## config.mk

```make
export PLATFORM = sky130hd
export DESIGN_NAME = hazard_ctrl
export DESIGN_NICKNAME = d
export VERILOG_FILES = /design/src/rtl/hazard_pkg.sv /design/src/rtl/hazard_fwd_sel.sv /design/src/rtl/hazard_ctrl.sv
export SDC_FILE = /design/constraint.sdc
export NUM_CORES = 1
export LEC_CHECK = 0
export ABC_AREA = 1
export CORE_MARGIN = 10
export CORE_UTILIZATION = 48
export DETAILED_ROUTE_END_ITERATION = 16
export HOLD_SLACK_MARGIN = 0.06
export MAX_ROUTING_LAYER = met4
export PLACE_DENSITY = 0.91
export SYNTH_ARGS = -nofsm -noshare
export SYNTH_HDL_FRONTEND = slang
export SYNTH_HIERARCHICAL = 1
export SYNTH_SLANG_ARGS = --single-unit
export TNS_END_PERCENT = 20
```

## constraint.sdc

```tcl
create_clock -name i_clk -period 2.2 [get_ports i_clk]
set_input_delay 0.44 -clock i_clk [delete_from_list [all_inputs] [get_ports i_clk]]
set_output_delay 0.44 -clock i_clk [all_outputs]
set_load 0.1 [all_outputs]
```

## src/rtl/hazard_pkg.sv

```systemverilog
// Shared types for the RV32 pipeline hazard controller: forward selects,
// the load result-source encoding and the data-memory wait FSM states.
package hazard_pkg;

  typedef enum logic [1:0] {
    FWD_RF  = 2'b00,
    FWD_WB  = 2'b01,
    FWD_MEM = 2'b10
  } fwd_sel_e;

  localparam logic [1:0] RESULTSRC_LOAD = 2'b01;

  typedef enum logic {
    IDLE = 1'b0,
    WAIT = 1'b1
  } mem_state_e;

endpackage

```

## src/rtl/hazard_fwd_sel.sv

```systemverilog
// EX-stage operand forward select for one source register; purely combinational,
// no latency and no backpressure. MEM beats WB, and x0 is never forwarded.
module hazard_fwd_sel
  import hazard_pkg::*;
#(
  parameter int ADDR_WIDTH = 5
) (
  input  logic [ADDR_WIDTH-1:0] rs_addr,
  input  logic [ADDR_WIDTH-1:0] rd_addr_m,
  input  logic                  regwrite_m,
  input  logic [ADDR_WIDTH-1:0] rd_addr_w,
  input  logic                  regwrite_w,
  output logic [1:0]            fwd_sel
);

  fwd_sel_e sel;

  always_comb begin
    sel = FWD_RF;
    if (regwrite_m && (rd_addr_m == rs_addr) && (rd_addr_m != '0)) begin
      sel = FWD_MEM;
    end else if (regwrite_w && (rd_addr_w == rs_addr) && (rd_addr_w != '0)) begin
      sel = FWD_WB;
    end
  end

  assign fwd_sel = sel;

endmodule

```

## src/rtl/hazard_ctrl.sv

```systemverilog
// Stall/flush/forward control for the 5-stage core plus data-memory wait FSM.
// Strobes are combinational; timeout pulse and event counters lag one cycle.
module hazard_ctrl
  import hazard_pkg::*;
#(
  parameter int ADDR_WIDTH = 5,
  parameter int MAX_WAIT   = 16,
  parameter int CNT_WIDTH  = 16
) (
  input  logic                  i_clk,
  input  logic                  i_rst_n,
  input  logic [ADDR_WIDTH-1:0] i_rs1_addr_d,
  input  logic [ADDR_WIDTH-1:0] i_rs2_addr_d,
  input  logic [ADDR_WIDTH-1:0] i_rs1_addr_e,
  input  logic [ADDR_WIDTH-1:0] i_rs2_addr_e,
  input  logic [ADDR_WIDTH-1:0] i_rd_addr_e,
  input  logic [1:0]            i_resultsrc_e,
  input  logic                  i_pcsrc_e,
  input  logic [ADDR_WIDTH-1:0] i_rd_addr_m,
  input  logic                  i_regwrite_m,
  input  logic [ADDR_WIDTH-1:0] i_rd_addr_w,
  input  logic                  i_regwrite_w,
  input  logic                  i_dmem_req_m,
  input  logic                  i_dmem_ack,
  output logic [1:0]            o_forward_a_e,
  output logic [1:0]            o_forward_b_e,
  output logic                  o_stall_f,
  output logic                  o_stall_d,
  output logic                  o_stall_e,
  output logic                  o_stall_m,
  output logic                  o_flush_d,
  output logic                  o_flush_e,
  output logic                  o_flush_w,
  output logic                  o_dmem_timeout,
  output logic [CNT_WIDTH-1:0]  o_stall_cnt,
  output logic [CNT_WIDTH-1:0]  o_flush_cnt
);

  localparam int                WCNT_W    = $clog2(MAX_WAIT);
  localparam logic [WCNT_W-1:0] WCNT_LAST = WCNT_W'(MAX_WAIT - 1);
  localparam logic [CNT_WIDTH-1:0] CNT_MAX = '1;

  mem_state_e        state, state_nxt;
  logic [WCNT_W-1:0] wcnt, wcnt_nxt;
  logic              timeout_now;
  logic              mem_stall;
  logic              load_use;
  logic              ctrl_flush;
  logic [1:0]        fwd_a, fwd_b;

  hazard_fwd_sel #(.ADDR_WIDTH(ADDR_WIDTH)) u_fwd_a (
    .rs_addr    (i_rs1_addr_e),
    .rd_addr_m  (i_rd_addr_m),
    .regwrite_m (i_regwrite_m),
    .rd_addr_w  (i_rd_addr_w),
    .regwrite_w (i_regwrite_w),
    .fwd_sel    (fwd_a)
  );

  hazard_fwd_sel #(.ADDR_WIDTH(ADDR_WIDTH)) u_fwd_b (
    .rs_addr    (i_rs2_addr_e),
    .rd_addr_m  (i_rd_addr_m),
    .regwrite_m (i_regwrite_m),
    .rd_addr_w  (i_rd_addr_w),
    .regwrite_w (i_regwrite_w),
    .fwd_sel    (fwd_b)
  );

  always_ff @(posedge i_clk) begin
    if (!i_rst_n) begin
      state <= IDLE;
      wcnt  <= '0;
    end else begin
      state <= state_nxt;
      wcnt  <= wcnt_nxt;
    end
  end

  always_comb begin
    state_nxt   = state;
    wcnt_nxt    = wcnt;
    timeout_now = 1'b0;
    case (state)
      IDLE: begin
        if (i_dmem_req_m && !i_dmem_ack) begin
          state_nxt = WAIT;
          wcnt_nxt  = WCNT_W'(1);
        end
      end
      WAIT: begin
        if (!i_dmem_req_m || i_dmem_ack) begin
          state_nxt = IDLE;
          wcnt_nxt  = '0;
        end else if (wcnt == WCNT_LAST) begin
          // Give up: release the pipeline and let the access retire without data.
          timeout_now = 1'b1;
          state_nxt   = IDLE;
          wcnt_nxt    = '0;
        end else begin
          wcnt_nxt = wcnt + 1'b1;
        end
      end
      default: state_nxt = IDLE;
    endcase
  end

  // A memory stall freezes EX, so its load-use/branch hazards wait until release.
  assign mem_stall  = i_rst_n & i_dmem_req_m & ~i_dmem_ack & ~timeout_now;
  assign ctrl_flush = i_rst_n & ~mem_stall & i_pcsrc_e;
  assign load_use   = i_rst_n & ~mem_stall & (i_resultsrc_e == RESULTSRC_LOAD) &
                      (i_rd_addr_e != '0) &
                      ((i_rd_addr_e == i_rs1_addr_d) | (i_rd_addr_e == i_rs2_addr_d));

  assign o_stall_f = mem_stall | (load_use & ~ctrl_flush);
  assign o_stall_d = mem_stall | (load_use & ~ctrl_flush);
  assign o_stall_e = mem_stall;
  assign o_stall_m = mem_stall;
  assign o_flush_d = ~i_rst_n | ctrl_flush;
  assign o_flush_e = ~i_rst_n | ctrl_flush | load_use;
  assign o_flush_w = ~i_rst_n | mem_stall;

  assign o_forward_a_e = i_rst_n ? fwd_a : FWD_RF;
  assign o_forward_b_e = i_rst_n ? fwd_b : FWD_RF;

  always_ff @(posedge i_clk) begin
    if (!i_rst_n) begin
      o_dmem_timeout <= 1'b0;
      o_stall_cnt    <= '0;
      o_flush_cnt    <= '0;
    end else begin
      o_dmem_timeout <= timeout_now;
      if (o_stall_f && (o_stall_cnt != CNT_MAX)) begin
        o_stall_cnt <= o_stall_cnt + 1'b1;
      end
      if (ctrl_flush && (o_flush_cnt != CNT_MAX)) begin
        o_flush_cnt <= o_flush_cnt + 1'b1;
      end
    end
  end

endmodule

```

==> Yosys cells after proc, flatten, opt, wreduce, memory -nomap -nowiden <==
Index checks and enable logic that the tools add are counted.
{ "word_totals": {"register_bits": 38, "in_bits": 44, "out_inout_bits": 44, "elab_cells": 73} }
{ "classes": {"n_addsub": 3, "eq_ne": 11, "muxes": 17, "bitwise_logic": 20, "reduce_logical": 17} }
{ "op_table": {"columns": ["cell", "count"], "rows": [
  ["adder 16 x 1 -> 16 bit, second input constant", 2],
  ["!= test 16 bit, second input constant", 2],
  ["== test 5 bit", 6],
  ["nonzero test 5 bit", 3],
  ["two-way mux 4 bit", 3],
  ["logical AND 1 bit", 11],
  ["AND 1 bit", 9],
  ["two-way mux 1 bit", 8],
  ["two-way mux 2 bit", 4],
  ["one-hot mux 4 bit (2 select lines)", 1],
  ["inverter 1 bit", 6],
  ["bitwise OR 1 bit", 5],
  ["adder 4 x 1 -> 4 bit, second input constant", 1],
  ["== test 4 bit, second input constant", 1],
  ["== test 2 x 1 -> 1 bit, second input constant", 1],
  ["zero test 1 bit", 2],
  ["!= test 2 bit, second input constant", 1],
  ["one-hot mux 1 bit (2 select lines)", 1],
  ["logical OR 1 bit", 1]
]} }

==> Depth between registers and ports, before layout <==
Gate-level depths: netlist (run 1).
{ "logic_depth": {"depth_word": 14, "mapped_depth": 12, "mapped_depth_nobuf": 11} }

==> Cells and area by module <==
Netlist (run 1), hierarchy kept.
{ "by_module_without_submodules": {"columns": ["mod", "instances", "cells_each", "area_per_inst_um2"], "rows": [
  ["hazard_ctrl", 1, 359, 2422.3],
  ["hazard_fwd_sel", 2, 57, 250.2]
]} }

==> Least setup slack after synthesis (run 1) <==
No wires, ideal clock.
{ "synth_timing": {"path_type": "reg2out", "start": "register wcnt[0]", "end": "output port o_stall_f", "t_arrival_ns": 3.039, "slack_ns": -1.279, "stages_incl_launch_ff": 10, "n_path_buf": 3, "cell_sequence": "dfxtp_1 > ha_1 > nand4_2 > nand2_2 > nor2_1 > inv_1 > nand2_2 > buf_6 > buf_12 > buf_4"} }
{ "synth_via": {"elab_chain_cells": 13} }
{ "synth_rtl": {"columns": ["element", "line", "rtl"], "rows": [
  ["start: declaration", "hazard_ctrl.sv:44", "logic [WCNT_W-1:0] wcnt, wcnt_nxt;"],
  ["start signal: assignment", "hazard_ctrl.sv:75", "wcnt <= wcnt_nxt;"],
  ["== test 4 bit (*)", "hazard_ctrl.sv:94", "end else if (wcnt == WCNT_LAST) begin"],
  ["two-way mux 1 bit (*)", "hazard_ctrl.sv:94", null],
  ["two-way mux 1 bit (*)", "hazard_ctrl.sv:91", "if (!i_dmem_req_m || i_dmem_ack) begin"],
  ["two-way mux 1 bit (*)", "hazard_ctrl.sv:83", "case (state)"],
  ["inverter 1 bit (*)", "hazard_ctrl.sv:108", "assign mem_stall = i_rst_n & i_dmem_req_m & ~i_dmem_ack & ~timeout_now;"],
  ["AND 1 bit (*)", "hazard_ctrl.sv:108", null],
  ["net o_stall_e", "hazard_ctrl.sv:29", "output logic o_stall_e,"],
  ["inverter 1 bit", "hazard_ctrl.sv:109, hazard_ctrl.sv:110", null],
  ["AND 1 bit", "hazard_ctrl.sv:109, hazard_ctrl.sv:110", null],
  ["AND 1 bit (2 in a row)", "hazard_ctrl.sv:110", "assign load_use = i_rst_n & ~mem_stall & (i_resultsrc_e == RESULTSRC_LOAD) &"],
  ["AND 1 bit", "hazard_ctrl.sv:111", "(i_rd_addr_e != '0) &"],
  ["AND 1 bit", null, null],
  ["bitwise OR 1 bit (*)", null, null],
  ["end: declaration", "hazard_ctrl.sv:27", "output logic o_stall_f,"]
]} }
Mark *: on every way through the listed nets, which the timed path passes. The rest lies on a longest branch.

==> Worst setup path after layout (run 1) <==
{ "layout_timing": {"start": "input port i_dmem_req_m", "end": "output port o_flush_e"} }
{ "layout_via": {"elab_chain_cells": 12} }
{ "layout_rtl": {"columns": ["element", "line", "rtl"], "rows": [
  ["start: declaration", "hazard_ctrl.sv:23", "input logic i_dmem_req_m,"],
  ["zero test 1 bit", "hazard_ctrl.sv:91", null],
  ["logical OR 1 bit", "hazard_ctrl.sv:91", null],
  ["two-way mux 1 bit", "hazard_ctrl.sv:91", null],
  ["two-way mux 1 bit", "hazard_ctrl.sv:83", null],
  ["inverter 1 bit", "hazard_ctrl.sv:108", null],
  ["AND 1 bit (*)", "hazard_ctrl.sv:108", null],
  ["inverter 1 bit (*)", "hazard_ctrl.sv:109, hazard_ctrl.sv:110", null],
  ["AND 1 bit (*)", "hazard_ctrl.sv:109, hazard_ctrl.sv:110", null],
  ["AND 1 bit (2 in a row)", "hazard_ctrl.sv:110", null],
  ["AND 1 bit", "hazard_ctrl.sv:111", null],
  ["bitwise OR 1 bit (*)", "hazard_ctrl.sv:119", "assign o_flush_e = ~i_rst_n | ctrl_flush | load_use;"],
  ["end: declaration", "hazard_ctrl.sv:32", "output logic o_flush_e,"]
]} }
Mark *: on every way between the ends. The rest lies on a longest branch, timed or not.

==> run_results.csv, run 1 <==
group,metric,value,unit
clocking,cts_hold_buf,0,
global_route,grt_use_met1,0.209,
routing,vias_per_cell,5.04,
logic_synthesis,syn_area,0.00292,mm2
floorplan,dieWidth,98.0,um
routing,ant_nets,0,
cells_and_area,n_antenna_cell,0,
logic_synthesis,avgSynthCellArea,6.18,um2
critical_path,reg2reg_from,"o_flush_cnt[0]$_SDFFE_PN0P_",
clocking,clock-root-buffer,"clkbuf_8",
global_route,grt_usage,0.182,
critical_path,crit_required,1.76,ns
cells_and_area,nFillCells,540,
logic_synthesis,yosysWarnings,6,
sta,tns,0,ns
cells_and_area,drive_above_1_share,0.255,
critical_path,cp-startpoint,"i_dmem_req_m",
critical_path,r2r-end,"o_flush_cnt[8]$_SDFFE_PN0P_",
clocking,clkTransAtPathRegs,0.07,ns
clocking,numCtsBuffers,5,
floorplan,core-area,0.00592,mm2
logic_synthesis,ys_seq_area_frac,0.260,
status,status,"completed",
pwr,peakVddDrop,0.000316,V
min_path,hold-path-cell-count,2,
min_path,hp-class,"reg2reg",
placed_design,gp_congestion,0.940,
routing,drt_wl_total,8690,um
logic_synthesis,ys_types,32,
logic_synthesis,synthArstFlopShare,0,
logic_synthesis,syn_nets,520,
logic_synthesis,synth_top_area_frac,0.260,
global_route,grt_busiest_layer,"met2",
routing,wl_per_cell,13.4,um
global_route,grt_max_degree,26,
sta,max_freq,470,MHz
cells_and_area,final_core_util,0.698,
clocking,cts_tree,"yes",
critical_path,crit_path_end_kind,"output port",
sta,skew,0.00563,ns
min_path,hold_start,"o_stall_cnt[14]$_SDFFE_PN0P_",
logic_synthesis,synthCells,473,
critical_path,cp.arrival,1.69,ns
sta,post-route-period-util,0.968,
clocking,clk_path_buf_depth,2,
logic_synthesis,yosys.area.top_type,"dfxtp_1",
sta,slew_violations,0,
cells_and_area,multiInputGateArea,0.00189,mm2
global_route,grt_util_met2,0.304,
placed_design,io_buffers,87,
floorplan,chipHeight,98.0,um
routing,routed-via-count,3264,
routing,drc,0,
cells_and_area,final_net_count,619,
clocking,htreeDepth,2,
min_path,worstHoldEndpoint,"o_stall_cnt[14]$_SDFFE_PN0P_",
global_route,antenna_found_initial,0,
floorplan,ios,88,
sta,worstMarginPinSlew,0.384,ns
cells_and_area,seq_area,781,um2
critical_path,reg2reg_slack,0.28,ns
logic_synthesis,ys_ff_latch,38,
global_route,grt_pass1_wl,14800,um
logic_synthesis,ys.flop_type,"dfxtp_1",
floorplan,rows,28,
critical_path,crit_path_start_kind,"input pin",
global_route,use_met3,0.0388,
run,max-cap-violations,0,
clocking,clk-insertion-delay-late,0.29,ns
global_route,grt.overflow.total,0,
routing,drt-initial-drc-count,199,
clocking,clkSinkCount,38,
sta,setup_violations,0,
global_route,grt_pass1_vias,3298,
routing,drtPass1Iterations,4,
critical_path,rr_worst_depth,10,
sta,min_period,2.13,ns
logic_synthesis,synth_area_leaders,"dfxtp_1 26%, nand2_1 18%, inv_1 7.4%",
placed_design,placedCellCount,638,
floorplan,start_util,0.494,
floorplan,dieArea,0.00961,mm2
sta,hold_viol,0,
cells_and_area,syn_to_final_growth,41.5,%
cells_and_area,fin_cells,648,
pwr,p_leak,1.94,nW
sta,slew_headroom,0.742,
critical_path,cp_max_fo,4,
logic_synthesis,synth_edf_count,0,
placed_design,hpwl,7000,um
pwr,power.density,390,mW/mm2
critical_path,crit_type,"in2out",
-- timing repair --
action | 4_1_cts | 5_1_grt
resized for setup | 30 | 21
setup endpoints to repair | 7 | 10
gates cloned | 0 | 0
pin swaps | 8 | 4
buffers inserted | 2 | 0
-- kinds of logic (layout without fill, tap and decap cells) --
logic type | after synthesis | count (layout) | share of synthesized area
AO/OA/AOI/OAI | 47 | 47 | 0.0916
XOR/XNOR | 22 | 22 | 0.0659
adder cells (fa/ha/maj) | 3 | 3 | 0.0128
buffers and inverters | 79 | 179 | 0.117
flip-flops | 38 | 38 | 0.260
AND/OR/NAND/NOR | 284 | 284 | 0.452
-- critical path, cell delays in order --
cell and delay, ns:
clkdlybuf4s50_1 0.46, inv_1 0.06, nor2_4 0.13, nand2_4 0.10, nand3_2 0.11, buf_4 0.13, nand3_2 0.09, buf_12 0.17
-- per-layer routing --
metal	share of wire	wire [um]
met1	0.43	3760
met2	0.49	4300
met3	0.055	478
met4	0.018	153
met5	0	0
-- sequential cells by signal (all words and copies together), names as in the netlist --
register        count
o_stall_cnt        16
wcnt                4
o_dmem_timeout      1
o_flush_cnt        16
state               1
-- Yosys cell counts (2+ instances only) --
cell      instances
nand2_1         142
o21ai_0           8
o21ai_1           3
clkbuf_1          3
nand2_2          12
ha_1              3
nand3_1          32
nor3_1           11
nor2_2            6
xnor2_1           9
nand3_2          11
nor4_1            2
buf_2             2
dfxtp_1          38
nand4_1           5
a21oi_2           7
nor2_1           54
buf_6             2
a21oi_1          28
inv_2             9
nor2_4            4
xor2_1           13
buf_4             3
inv_1            58
-- metrics by stage --
step	worst slack [ns]	total power, mW	hold slack, ns	area [um2]
6_report	0.0709	1.61	0.497	4140
5_1_grt	-0.000883	1.69	0.515	4140
4_1_cts	0.00218	1.62	0.494	4080
3_5_place_dp	-0.216	1.13	0.484	3980
3_3_place_gp	-0.149	1.13	0.474	3980
2_1_floorplan	-0.171	0.956	0.476	2980
-- power breakdown --
group	leakage, nW	total [mW]	internal [mW]	switching [mW]
logic	1.57	0.408	0.158	0.251
clock network	0.0482	0.504	0.253	0.251
registers	0.314	0.703	0.693	0.00949
-- cells in the final DEF, fill, tap and decap left out, drive strengths merged --
master,instances
clkdlybuf4s50,9
buf,61
xor2,13
nand4,7
a21oi,35
clkinvlp,1
dlymetal6s2s,12
nor3,11
nand2,155
nor2,64
o2111a,1
dfxtp,38
ha,3
clkinv,1
nor3b,1
nor4,2
nand3,43
clkbuf,7
xnor2,9
inv,66
nand3b,1
o21ai,11
dlygate4sd2,22
-- worst max path at each step --
stage | endpoint | slack, ns | cells after the start
2_1_floorplan | o_stall_f | -0.17 | 9
3_3_place_gp | o_stall_d | -0.15 | 10
3_5_place_dp | o_stall_d | -0.22 | 10
4_1_cts | o_stall_d | 0.002 | 10
5_1_grt | o_stall_d | -0.0009 | 8
6_report | o_flush_e | 0.07 | 8
-- area by class of cell --
type / count / area share
inverters: 67 / 0.0617
clock buffers: 7 / 0.0209
multi-input cells: 356 / 0.456
flip-flops and latches: 38 / 0.189
well taps: 75 / 0.0227
clock inverters: 1 / 0.00121
repair buffers: 104 / 0.249
(Power assumes the default switching activity.)
==> run 2: changes to the inputs <==
Settings changed: CORE_MARGIN 10 to default.
==> run_results.csv, run 2 (synthesized netlist as in run 1, its figures left out) <==
group,metric,value,unit
global_route,grt_pass1_wl,12600,um
sta,post-route-period-util,0.979,
cells_and_area,top_regs,"o_flush_cnt x16, o_stall_cnt x16, wcnt x4",
critical_path,cpMaxStageDelayCell,"clkdlybuf4s50_1",
sta,rsz0062_at_grt,"true",
placed_design,gp_congestion,0.925,
global_route,grt.overflow.total,0,
routing,drtPass1Iterations,5,
floorplan,core-area,0.00589,mm2
critical_path,cp_max_fo,3,
cells_and_area,syn_to_final_growth,41.4,%
floorplan,start_util,0.497,
pwr,power.density,391,mW/mm2
floorplan,chipHeight,80.0,um
cells_and_area,n_antenna_cell,0,
sta,worstMarginPinSlew,0.377,ns
routing,routed-via-count,3307,
global_route,grt_usage,0.252,
sta,setup_violations,0,
cells_and_area,drive_above_1_share,0.252,
critical_path,crit_type,"in2out",
critical_path,cp.arrival,1.71,ns
cells_and_area,finalInstanceArea,0.00413,mm2
clocking,clock-root-buffer,"clkbuf_8",
cells_and_area,final_core_util,0.702,
routing,drt-initial-drc-count,278,
clocking,htreeDepth,2,
critical_path,crit_path_start_kind,"input pin",
floorplan,rows,28,
pwr,p_leak,1.93,nW
sta,min_period,2.15,ns
placed_design,placed_cell_area,0.00396,mm2
sta,skew,0.00274,ns
cells_and_area,final_net_count,617,
routing,drc,0,
sta,max_freq,464,MHz
floorplan,dieWidth,80.0,um
global_route,grt_pass1_vias,3051,
clocking,clkTransAtPathRegs,0.07,ns
clocking,clk-insertion-delay-late,0.30,ns
global_route,grt_max_degree,26,
sta,hold_viol,0,
critical_path,crit_path_end_kind,"output port",
clocking,clkSinkCount,38,
critical_path,crit_required,1.76,ns
critical_path,max_stage_delay,0.48,ns
routing,ant_nets,0,
status,status,"completed",
global_route,antenna_found_initial,0,
cells_and_area,layout_commonest_cell,"nand2_1",
sta,slew_violations,0,
critical_path,path_cells,"clkdlybuf4s50_1, inv_1, nand2_1, nand2_1, nor2_1, nand3_1, nand2_2, nand3_2, nand2_4, buf_12",
routing,wl_per_cell,12.1,um
pwr,peakVddDrop,0.000268,V
min_path,hp-class,"reg2reg",
critical_path,cpMostUsedCell,"nand2_1",
cells_and_area,mostFrequentLayoutCells,"141 x nand2_1, 54 x inv_1, 51 x nor2_1",
clocking,numCtsBuffers,5,
routing,drt_wl_total,7820,um
clocking,clk_path_buf_depth,2,
clocking,cts_tree,"yes",
floorplan,dieArea,0.00641,mm2
placed_design,hpwl,5970,um
routing,vias_per_cell,5.12,
floorplan,ios,88,
placed_design,io_buffers,87,
run,max-cap-violations,0,
sta,slew_headroom,0.746,
run 2: changes by cell type in the layout (fill, tap and decap cells not counted), moves of 2 or more:
cell             before  now
clkdlybuf4s50_1       9   15
buf_4                50   48
inv_1                52   54
dlygate4sd2_1        22   15
inv_2                14   12
run 2: worst paths after layout:
check | from | to | slack (ns) | cells past startpoint
setup reg to reg | wcnt[0]$_SDFFE_PN0P_ | o_stall_cnt[12]$_SDFFE_PN0P_ | 0.26 | 12
hold / removal | o_stall_cnt[3]$_SDFFE_PN0P_ | o_stall_cnt[3]$_SDFFE_PN0P_ | 0.48 | 2
setup / recovery | i_rs2_addr_d[1] | o_stall_f | 0.05 | 10
hold reg to reg | o_stall_cnt[3]$_SDFFE_PN0P_ | o_stall_cnt[3]$_SDFFE_PN0P_ | 0.48 | 2
run 2: cell type report:
| cell class | instances | area (um2) |
|---|---|---|
| well taps | 75 | 93.8 |
| fillers | 491 | 1750 |
| multi-input cells | 356 | 1890 |
| clock buffers | 7 | 86.3 |
| inverters | 67 | 255 |
| clock inverters | 1 | 5.00 |
| repair buffers | 102 | 1020 |
| flip-flops and latches | 38 | 778 |
run 2: worst max-delay path: cells and delay by family:
family                 cells  cell delay (ns)
and+or+nand+nor            7             0.57
buffers and inverters      3             0.70
run 2: per-stage QoR:
stage	setup WS (ns)	instances	hold slack (ns)	setup TNS [ns]	power [mW]
2_1_floorplan	-0.171	473	0.476	-1.32	0.956
6_report	0.0456	646	0.483	0	1.62
5_1_grt	-0.0470	646	0.501	-0.0935	1.68
3_5_place_dp	-0.174	636	0.478	-1.82	1.13
4_1_cts	0.0000951	646	0.488	0	1.62
3_3_place_gp	-0.116	636	0.471	-0.550	1.12
run 2: timing repair:
item / in CTS / in global routing
setup buffers: 2 / 0
setup endpoints to repair: 6 / 9
hold buffers: 0 / 0
hold endpoints to repair: 0 / 0
resized for setup: 20 / 23
pin swaps: 2 / 6
run 2: routing by layer:
| metal | track usage | vias to the layer above | part of all wire |
|---|---|---|---|
| li1 | - | 1682 | - |
| met1 | 0.289 | 1481 | 0.41 |
| met2 | 0.439 | 126 | 0.51 |
| met3 | 0.0411 | 18 | 0.056 |
| met4 | 0.0946 | 0 | 0.022 |
| met5 | - | - | 0 |
run 2: power breakdown:
group / internal (mW) / switching (mW) / leakage, nW
registers: 0.694 / 0.00962 / 0.314
logic: 0.161 / 0.250 / 1.57
clock network: 0.253 / 0.250 / 0.0482
